File: config.mk
export PLATFORM = sky130hd
export DESIGN_NAME = seq_loop_monitor
export DESIGN_NICKNAME = d
export VERILOG_FILES = /design/src/rtl/seq_loop_monitor.sv
export SDC_FILE = /design/constraint.sdc
export NUM_CORES = 1
export LEC_CHECK = 0
export BUFFER_PORTS_ARGS = -buffer_cell sky130_fd_sc_hd__clkbuf_2
export CAP_MARGIN = 10
export CORE_ASPECT_RATIO = 0.9
export CORE_MARGIN = 2
export CORE_UTILIZATION = 25
export CTS_CLUSTER_DIAMETER = 80
export DETAILED_ROUTE_END_ITERATION = 7
export PLACE_DENSITY = 0.49
export SLEW_MARGIN = 20
export SYNTH_ARGS = -nofsm -noshare
export SYNTH_HDL_FRONTEND = slang
export SYNTH_SLANG_ARGS = --single-unit
File: constraint.sdc
create_clock -name clock -period 5.55 [get_ports clock]
set_input_delay 1.665 -clock clock [delete_from_list [all_inputs] [get_ports clock]]
set_output_delay 1.665 -clock clock [all_outputs]
set_load 0.005 [all_outputs]
File: src/rtl/seq_loop_monitor.sv
// Watches an FSM state stream and checks loop entry, iteration and exit behaviour.
// Optional watchdog: define SEQ_LOOP_MON_TIMEOUT_EN to build the per-iteration timeout.
module seq_loop_monitor #(
    parameter int FSM_WIDTH      = 2,
    parameter int TIMEOUT_CYCLES = 1024
) (
    input  logic                    clock,
    input  logic                    reset,
    input  logic [FSM_WIDTH-1:0]    cur_state,
    input  logic                    pre_states_valid,
    input  logic [FSM_WIDTH-1:0]    pre_loop_state0,
    input  logic                    post_states_valid,
    input  logic [FSM_WIDTH-1:0]    post_loop_state0,
    input  logic [15:0]             quit_states_valid,
    input  logic [16*FSM_WIDTH-1:0] quit_loop_states,
    input  logic [FSM_WIDTH-1:0]    loop_quit_state,
    input  logic [FSM_WIDTH-1:0]    iter_start_state,
    input  logic [FSM_WIDTH-1:0]    iter_end_state0,
    input  logic                    iter_end_states_valid,
    input  logic                    one_state_loop,
    input  logic                    one_state_block,
    input  logic                    finish,
    output logic                    loop_active,
    output logic                    loop_done,
    output logic [31:0]             iter_count,
    output logic [15:0]             loop_count,
    output logic                    err_bad_exit,
    output logic                    err_bad_iter,
    output logic                    err_unterminated,
    output logic                    err_timeout
);

    typedef enum logic [1:0] {IDLE, PRE, IN_LOOP, DONE} mon_state_t;

    mon_state_t           state;
    logic [FSM_WIDTH-1:0] prev_state;
    logic                 end_seen;
    logic                 quit_hit;
    logic                 at_start;
    logic                 iter_start;
    logic                 at_exit;
    logic                 at_pre;
    logic                 bad_iter;

    // NOTE: assign a default before the loop so no path leaves quit_hit unassigned (no latch).
    always_comb begin
        quit_hit = 1'b0;
        for (int i = 0; i < 16; i++) begin
            if (quit_states_valid[i] && prev_state == quit_loop_states[i*FSM_WIDTH +: FSM_WIDTH])
                quit_hit = 1'b1;
        end
    end

    assign at_start   = (cur_state == iter_start_state);
    assign iter_start = at_start && (one_state_loop || prev_state != iter_start_state);
    assign at_exit    = (cur_state == loop_quit_state);
    assign at_pre     = pre_states_valid && (cur_state == pre_loop_state0);
    assign bad_iter   = !end_seen && iter_end_states_valid && !one_state_loop && !one_state_block;

    // NOTE: sequential state uses non-blocking assignments only; every register, including
    // the counters, is cleared by the async reset since software reads them directly.
    always_ff @(posedge clock or negedge reset) begin
        if (!reset) begin
            state            <= IDLE;
            prev_state       <= '0;
            end_seen         <= 1'b0;
            loop_active      <= 1'b0;
            loop_done        <= 1'b0;
            iter_count       <= '0;
            loop_count       <= '0;
            err_bad_exit     <= 1'b0;
            err_bad_iter     <= 1'b0;
            err_unterminated <= 1'b0;
        end else begin
            prev_state <= cur_state;
            loop_done  <= 1'b0;
            unique case (state)
                IDLE, DONE: begin
                    // The cycle after an exit must show the expected post-loop state.
                    if (state == DONE && post_states_valid && cur_state != post_loop_state0)
                        err_bad_exit <= 1'b1;
                    if (at_pre) begin
                        state       <= PRE;
                        loop_active <= 1'b0;
                    end else if (at_start) begin
                        state       <= IN_LOOP;
                        loop_active <= 1'b1;
                        iter_count  <= 32'd1;
                        end_seen    <= 1'b0;
                    end else begin
                        state       <= IDLE;
                        loop_active <= 1'b0;
                    end
                end
                PRE: begin
                    if (finish) begin
                        state            <= IDLE;
                        err_unterminated <= 1'b1;
                    end else if (at_start) begin
                        state       <= IN_LOOP;
                        loop_active <= 1'b1;
                        iter_count  <= 32'd1;
                        end_seen    <= 1'b0;
                    end else if (cur_state != pre_loop_state0) begin
                        state <= IDLE;
                    end
                end
                IN_LOOP: begin
                    if (finish) begin
                        state            <= IDLE;
                        loop_active      <= 1'b0;
                        err_unterminated <= 1'b1;
                    end else if (at_exit) begin
                        // Exit outranks a coincident iteration start.
                        state       <= DONE;
                        loop_active <= 1'b0;
                        loop_done   <= 1'b1;
                        if (quit_hit)
                            loop_count <= loop_count + 16'd1;
                        else
                            err_bad_exit <= 1'b1;
                    end else if (iter_start) begin
                        if (iter_count != '1)
                            iter_count <= iter_count + 32'd1;
                        end_seen <= 1'b0;
                        if (bad_iter)
                            err_bad_iter <= 1'b1;
                    end else if (iter_end_states_valid && cur_state == iter_end_state0) begin
                        end_seen <= 1'b1;
                    end
                end
                default: state <= IDLE;
            endcase
        end
    end

`ifdef SEQ_LOOP_MON_TIMEOUT_EN
    localparam int TW = $clog2(TIMEOUT_CYCLES + 1);
    logic [TW-1:0] stall_cycles;

    always_ff @(posedge clock or negedge reset) begin
        if (!reset) begin
            stall_cycles <= '0;
            err_timeout  <= 1'b0;
        end else if (state != IN_LOOP || finish || at_exit || iter_start) begin
            stall_cycles <= '0;
        end else begin
            if (int'(stall_cycles) < TIMEOUT_CYCLES)
                stall_cycles <= stall_cycles + 1'b1;
            if (int'(stall_cycles) + 1 >= TIMEOUT_CYCLES)
                err_timeout <= 1'b1;
        end
    end
`else
    assign err_timeout = 1'b0;
`endif

endmodule

**Word-level counts from Yosys, hierarchy flattened**

Cells that the tools add are included.

- Bits in registers: 58
- Bits of input ports: 68
- Output and inout port bits: 54
- Logic and storage cells: 149

- Add/subtract/negate cells: 2
- Equality and inequality tests: 40
- Mux-type cells: 55
- Bitwise logic cells: 2
- Reduce and logical (&&, ||, !) cells: 40

Operators with widths:

| cell | count |
|---|---|
| $mux W32 | 7 |
| $pmux W32 S3 | 1 |
| $eq A2 B2 Y1 | 20 |
| $mux W1 | 36 |
| $add A32 B1 Y32 const B | 1 |
| $ne A32 B32 Y1 const B | 1 |
| $logic_and A1 B1 Y1 | 24 |
| $ne A2 B2 Y1 const B | 10 |
| $add A16 B1 Y16 const B | 1 |
| $reduce_and A5 Y1 | 3 |
| $mux W2 | 7 |
| $ne A2 B2 Y1 | 3 |
| $ne A3 B3 Y1 const B | 2 |
| $pmux W1 S3 | 2 |
| $pmux W2 S3 | 1 |
| $reduce_and A6 Y1 | 1 |
| $eq A2 B2 Y1 const B | 2 |
| $ne A4 B4 Y1 const B | 1 |
| $reduce_and A2 Y1 | 2 |
| $reduce_and A4 Y1 | 1 |
| $reduce_or A2 Y1 | 2 |
| $logic_not A1 Y1 | 3 |
| $reduce_and A3 Y1 | 1 |
| $eq A2 B1 Y1 const B | 1 |
| 5 further kinds | 6 |

**Depth between registers and ports, before layout**

- Depth in word-level cells: 22
- Depth in mapped cells: 10
- Mapped depth without buffers: 8

**Worst setup path before layout**

OpenSTA, ideal clock, no wires.

- Path kind: input port to flip-flop
- From: input cur_state[1]
- To: register iter_count[0]
- Library setup time: 125 ps
- Arrival: 3,098 ps
- Required time: 5,425 ps
- Slack: 2,327 ps
- Stages on the path: 6
- Buffers on the path: 1
- Cell sequence: buf_4 -> xor2_1 -> or4_1 -> and2_4 -> nand3_4 -> mux2_2

- Cells in the longest elaborated chain, start to end: 4
- Elaborated cells on any way between the ends: 13
- Those cells by class: eq/ne (6); mux (4); reduce/logical (3)

Ends and longest elaborated chain:

| item | RTL line | source |
|---|---|---|
| start, declared | 9 | `input logic [FSM_WIDTH-1:0] cur_state,` |
| $eq A2 B2 Y1 (on tied branches) | 54, 57 |  |
| $mux W32 (tied with other cells) (2 in a row) | - |  |
| $pmux W32 S3 or $reduce_and A6 Y1 (tied branches) | - |  |
| end signal, assigned | 124 | `iter_count <= iter_count + 32'd1;` |
| end, declared | 25 | `output logic [31:0] iter_count,` |

Parallel ways exist; a longest one is shown, timed or not. The select of a mux whose other input is x is not followed.
A chain may end at the register's enable or synchronous reset.

**Final worst setup path**

- From: input cur_state[1]
- To: register iter_count[21]

Same word-level chain as after synthesis.

==> run_results.csv <==
group,metric,value,unit
status,status,"finished clean",
placed_design,dp_hpwl,7.87,mm
timing,finClkSkew,0.00568,ns
drt,dr.first_iter.drc_count,124,
pwr,seqPwrFrac,36.9,%
global_route,first_global_vias,3492,
logic_synthesis,ys_seq_elements,58,
clock_network,cts.repair.resized,0,
logic_synthesis,synthTopCellsByArea,"dfrtp_1 37%, xnor2_1 7.9%, xor2_1 5.2%",
logic_synthesis,synth_seq_area_share,37.4,%
worst_setup_path,worst_path_max_delay_cell,"nand2b_1",
pwr,swShare,31.5,%
worst_setup_path,endpoint,"iter_count[21]",
clock_network,path_clk_slew,0.05,ns
global_route,antenna_found_initial,0,
timing,min_period,3.56,ns
logic_synthesis,syn_avg_cell_area,9.70,um2
placed_design,pre_cts_ws,1.60,ns
clock_network,cts_sinks,58,
logic_synthesis,yosysUniqueCellTypes,63,
drt,routed_via_density,4.79,
pwr,power.density,279,nW/um2
logic_synthesis,async_reset_ff_share,100,%
timing,setup_viol,0,
logic_synthesis,synth.area.mux_share,1.48,%
global_route,grt_pass1_wl,17.4,mm
logic_synthesis,synth-adder-area-share,1.61,%
layout,antennaDiodeCount,0,
timing,finalHoldViolations,0,
die,fp.dieH,122,um
worst_setup_path,worstSetupPathType,"in -> reg",
timing,worst_slew_pin_slew,0.932,ns
logic_synthesis,synth_most_common_cell,"dfrtp_1",
logic_synthesis,ys_warn_count,0,
worst_setup_path,cp_data_required_time,5.75,ns
die,core-area,15300,um2
die,ioPinCount,122,
global_route,grt_max_degree,35,
worst_setup_path,critPathLaunchType,"input pin",
worst_setup_path,worstRegToRegCells,8,
drt,drc,0,
logic_synthesis,synthCells,400,
pwr,peakVddDrop,0.143,mV
pwr,p_leak,2.20,nW
worst_setup_path,max_stage_delay,0.67,ns
timing,slew_violations,0,
worst_setup_path,worst_setup_path_end_kind,"register",
worst_setup_path,critical_path_depth,7,
layout,layout-drive-gt1-share,33.7,%
worst_setup_path,regToRegEndpoint,"iter_count[21]",
worst_setup_path,cp.arrival,3.76,ns
logic_synthesis,post_synth_and_or_nand_nor_area_fraction,24.0,%
worst_setup_path,crit_buf_inv,1,
logic_synthesis,synth_top_family_by_area,"simple AND/OR/NAND/NOR gates",
timing,fin_setup_tns,0,ns
pwr,p_sw,0.426,mW
drt,routed_wirelength,10.9,mm
drt,dr_total_vias,3439,
logic_synthesis,netlist_area,3880,um2
clock_network,cts_tree,"yes",
logic_synthesis,synthXorXnorAreaFrac,13.5,%
pwr,pwr-share-clk,37.9,%
pwr,p_comb_share,25.2,%
clock_network,cts_setup_buffers,0,
worst_setup_path,reg2reg_slack,2.25,ns
worst_setup_path,critPathLaunch,"cur_state[1]",
die,initial_core_util,25.4,%
worst_hold_path,hold_path.class,"reg -> reg",
drt,dr.pass1.iters,4,
layout,area.growth.synth_to_final,24.9,%
timing,maxSlewHeadroom,37.9,%
logic_synthesis,synth_top_cell_by_area,"dfrtp_1",
pwr,internal_power,0.928,mW
logic_synthesis,synth_top_area_share,37.4,%
worst_setup_path,crit_chain,"clkbuf_2, xor2_1, or4_1, nand4_4, nand2b_1, or2_4, o31ai_2",
global_route,grt_remaining_overflow,0,
logic_synthesis,ys_top_cells_by_count,"58 x dfrtp_1, 36 x nand3_1, 35 x xnor2_1",
clock_network,numCtsBuffers,9,
timing,fin_ws,1.99,ns
clock_network,htreeDepth,3,
logic_synthesis,synth_compound_area_share,15.8,%
global_route,grtUsageTotal,13.5,%
timing,max_freq,0.281,GHz
clock_network,holdBufCountCts,0,
die,placementRows,43,
placed_design,port_buffers,120,
clock_network,clk_path_buf_depth,2,
die,die_x,135,um
drt,drt-wirelength-per-cell,15.2,um
flow_run,maxCapViolCount,0,
worst_setup_path,critPathTopFamily,"simple AND/OR/NAND/NOR gates",
timing,rsz0062_at_grt,"no",
logic_synthesis,ys.flop_type,"dfrtp_1",
layout,fin_nets,585,
timing,min_period_over_period,64.1,%
logic_synthesis,synth_edf_count,0,
placed_design,gp_congestion,0.775,
die,die_area,16500,um2
worst_setup_path,r2r-start,"state[0]",
clock_network,clock_latency,0.33,ns
logic_synthesis,syn_nets,473,
clock_network,clock_tree.root_cell,"clkbuf_16",
drt,ant_nets,0,
worst_setup_path,path_max_fanout,19,
==> metrics by stage <==
step / instance area [um2] / cells / util [%] / hold slack [ns] / power, mW
final: 4840 / 718 / 31.7 / 0.449 / 1.35
after global routing: 4840 / 718 / 31.7 / 0.490 / 1.44
after CTS: 4830 / 717 / 31.6 / 0.455 / 1.39
after detailed placement: 4560 / 702 / 29.8 / 0.443 / 0.854
after global placement: 4560 / 702 / 29.8 / 0.442 / 0.846
after floorplan: 3880 / 400 / - / 0.451 / 0.738
==> state kept, by name (all words and copies together), names as in the netlist <==
register          count
end_seen              1
err_bad_exit          1
err_bad_iter          1
err_unterminated      1
iter_count           32
loop_active           1
loop_count           16
loop_done             1
prev_state            2
state                 2
==> power groups by stage <==
stage | Combinational, mW | Clock (mW) | Sequential [mW]
floorplan | 0.242 | 0 | 0.496
global placement | 0.340 | 0 | 0.506
detailed placement | 0.346 | 0 | 0.508
CTS | 0.347 | 0.537 | 0.501
global route | 0.385 | 0.551 | 0.507
finish | 0.341 | 0.513 | 0.500
==> worst register-to-register path, cell delays in order (launching register included) <==
cell,delay (ns)
dfrtp_1,0.40
inv_1,0.08
ha_1,0.77
nand2b_1,0.28
a21oi_4,0.30
nand4_4,0.17
nand2b_1,0.56
or2_4,0.47
o31ai_2,0.19
==> layout make-up <==
cell class / count / area, um2
well taps: 202 / 253
inverters: 10 / 42.5
repair buffers: 124 / 634
clock inverters: 3 / 15.0
fillers: 1607 / 10400
multi-input cells: 309 / 2190
flip-flops and latches: 58 / 1450
clock buffers: 12 / 256
==> metal layers <==
layer | GRT usage, % | vias up | part of all wire (%)
li1 | - | 1676 | -
met1 | 15.9 | 1649 | 45
met2 | 23.3 | 105 | 46
met3 | 4.45 | 9 | 7.7
met4 | 3.97 | 0 | 1.2
met5 | 0 | - | 0
==> cells in the final DEF (no fill, tap or decap), types with 6 or more instances in the layout <==
cell type	count
clkbuf_2	120
dfrtp_1	58
nand3_1	36
xnor2_1	35
o21ai_0	33
nand2_1	27
xor2_1	23
nand4_1	16
nor2_1	13
o31ai_1	11
inv_1	9
clkbuf_16	9
a31oi_1	8
o21a_1	8
nor3_1	7
a21oi_1	7
and3_1	6
nor3_2	6
o41ai_1	6
==> worst min-delay path by stage <==
stage / endpoint / cells after the start / slack (ns) / from
2_1_floorplan: err_unterminated / 1 / 0.45 / err_unterminated
3_3_place_gp: err_unterminated / 1 / 0.44 / err_unterminated
3_5_place_dp: err_unterminated / 1 / 0.44 / err_unterminated
4_1_cts: err_unterminated / 1 / 0.45 / err_unterminated
5_1_grt: err_unterminated / 1 / 0.49 / err_unterminated
6_report: err_unterminated / 1 / 0.45 / err_unterminated
==> kinds of logic after synthesis <==
group                    after synthesis
AO/OA/AOI/OAI                         90
XOR/XNOR                              59
adder cells (fa/ha/maj)                5
buffers and inverters                 33
flip-flops                            58
multiplexers                           5
other                                  1
AND/OR/NAND/NOR                      149
No activity file was read; power rests on OpenSTA's default activity.
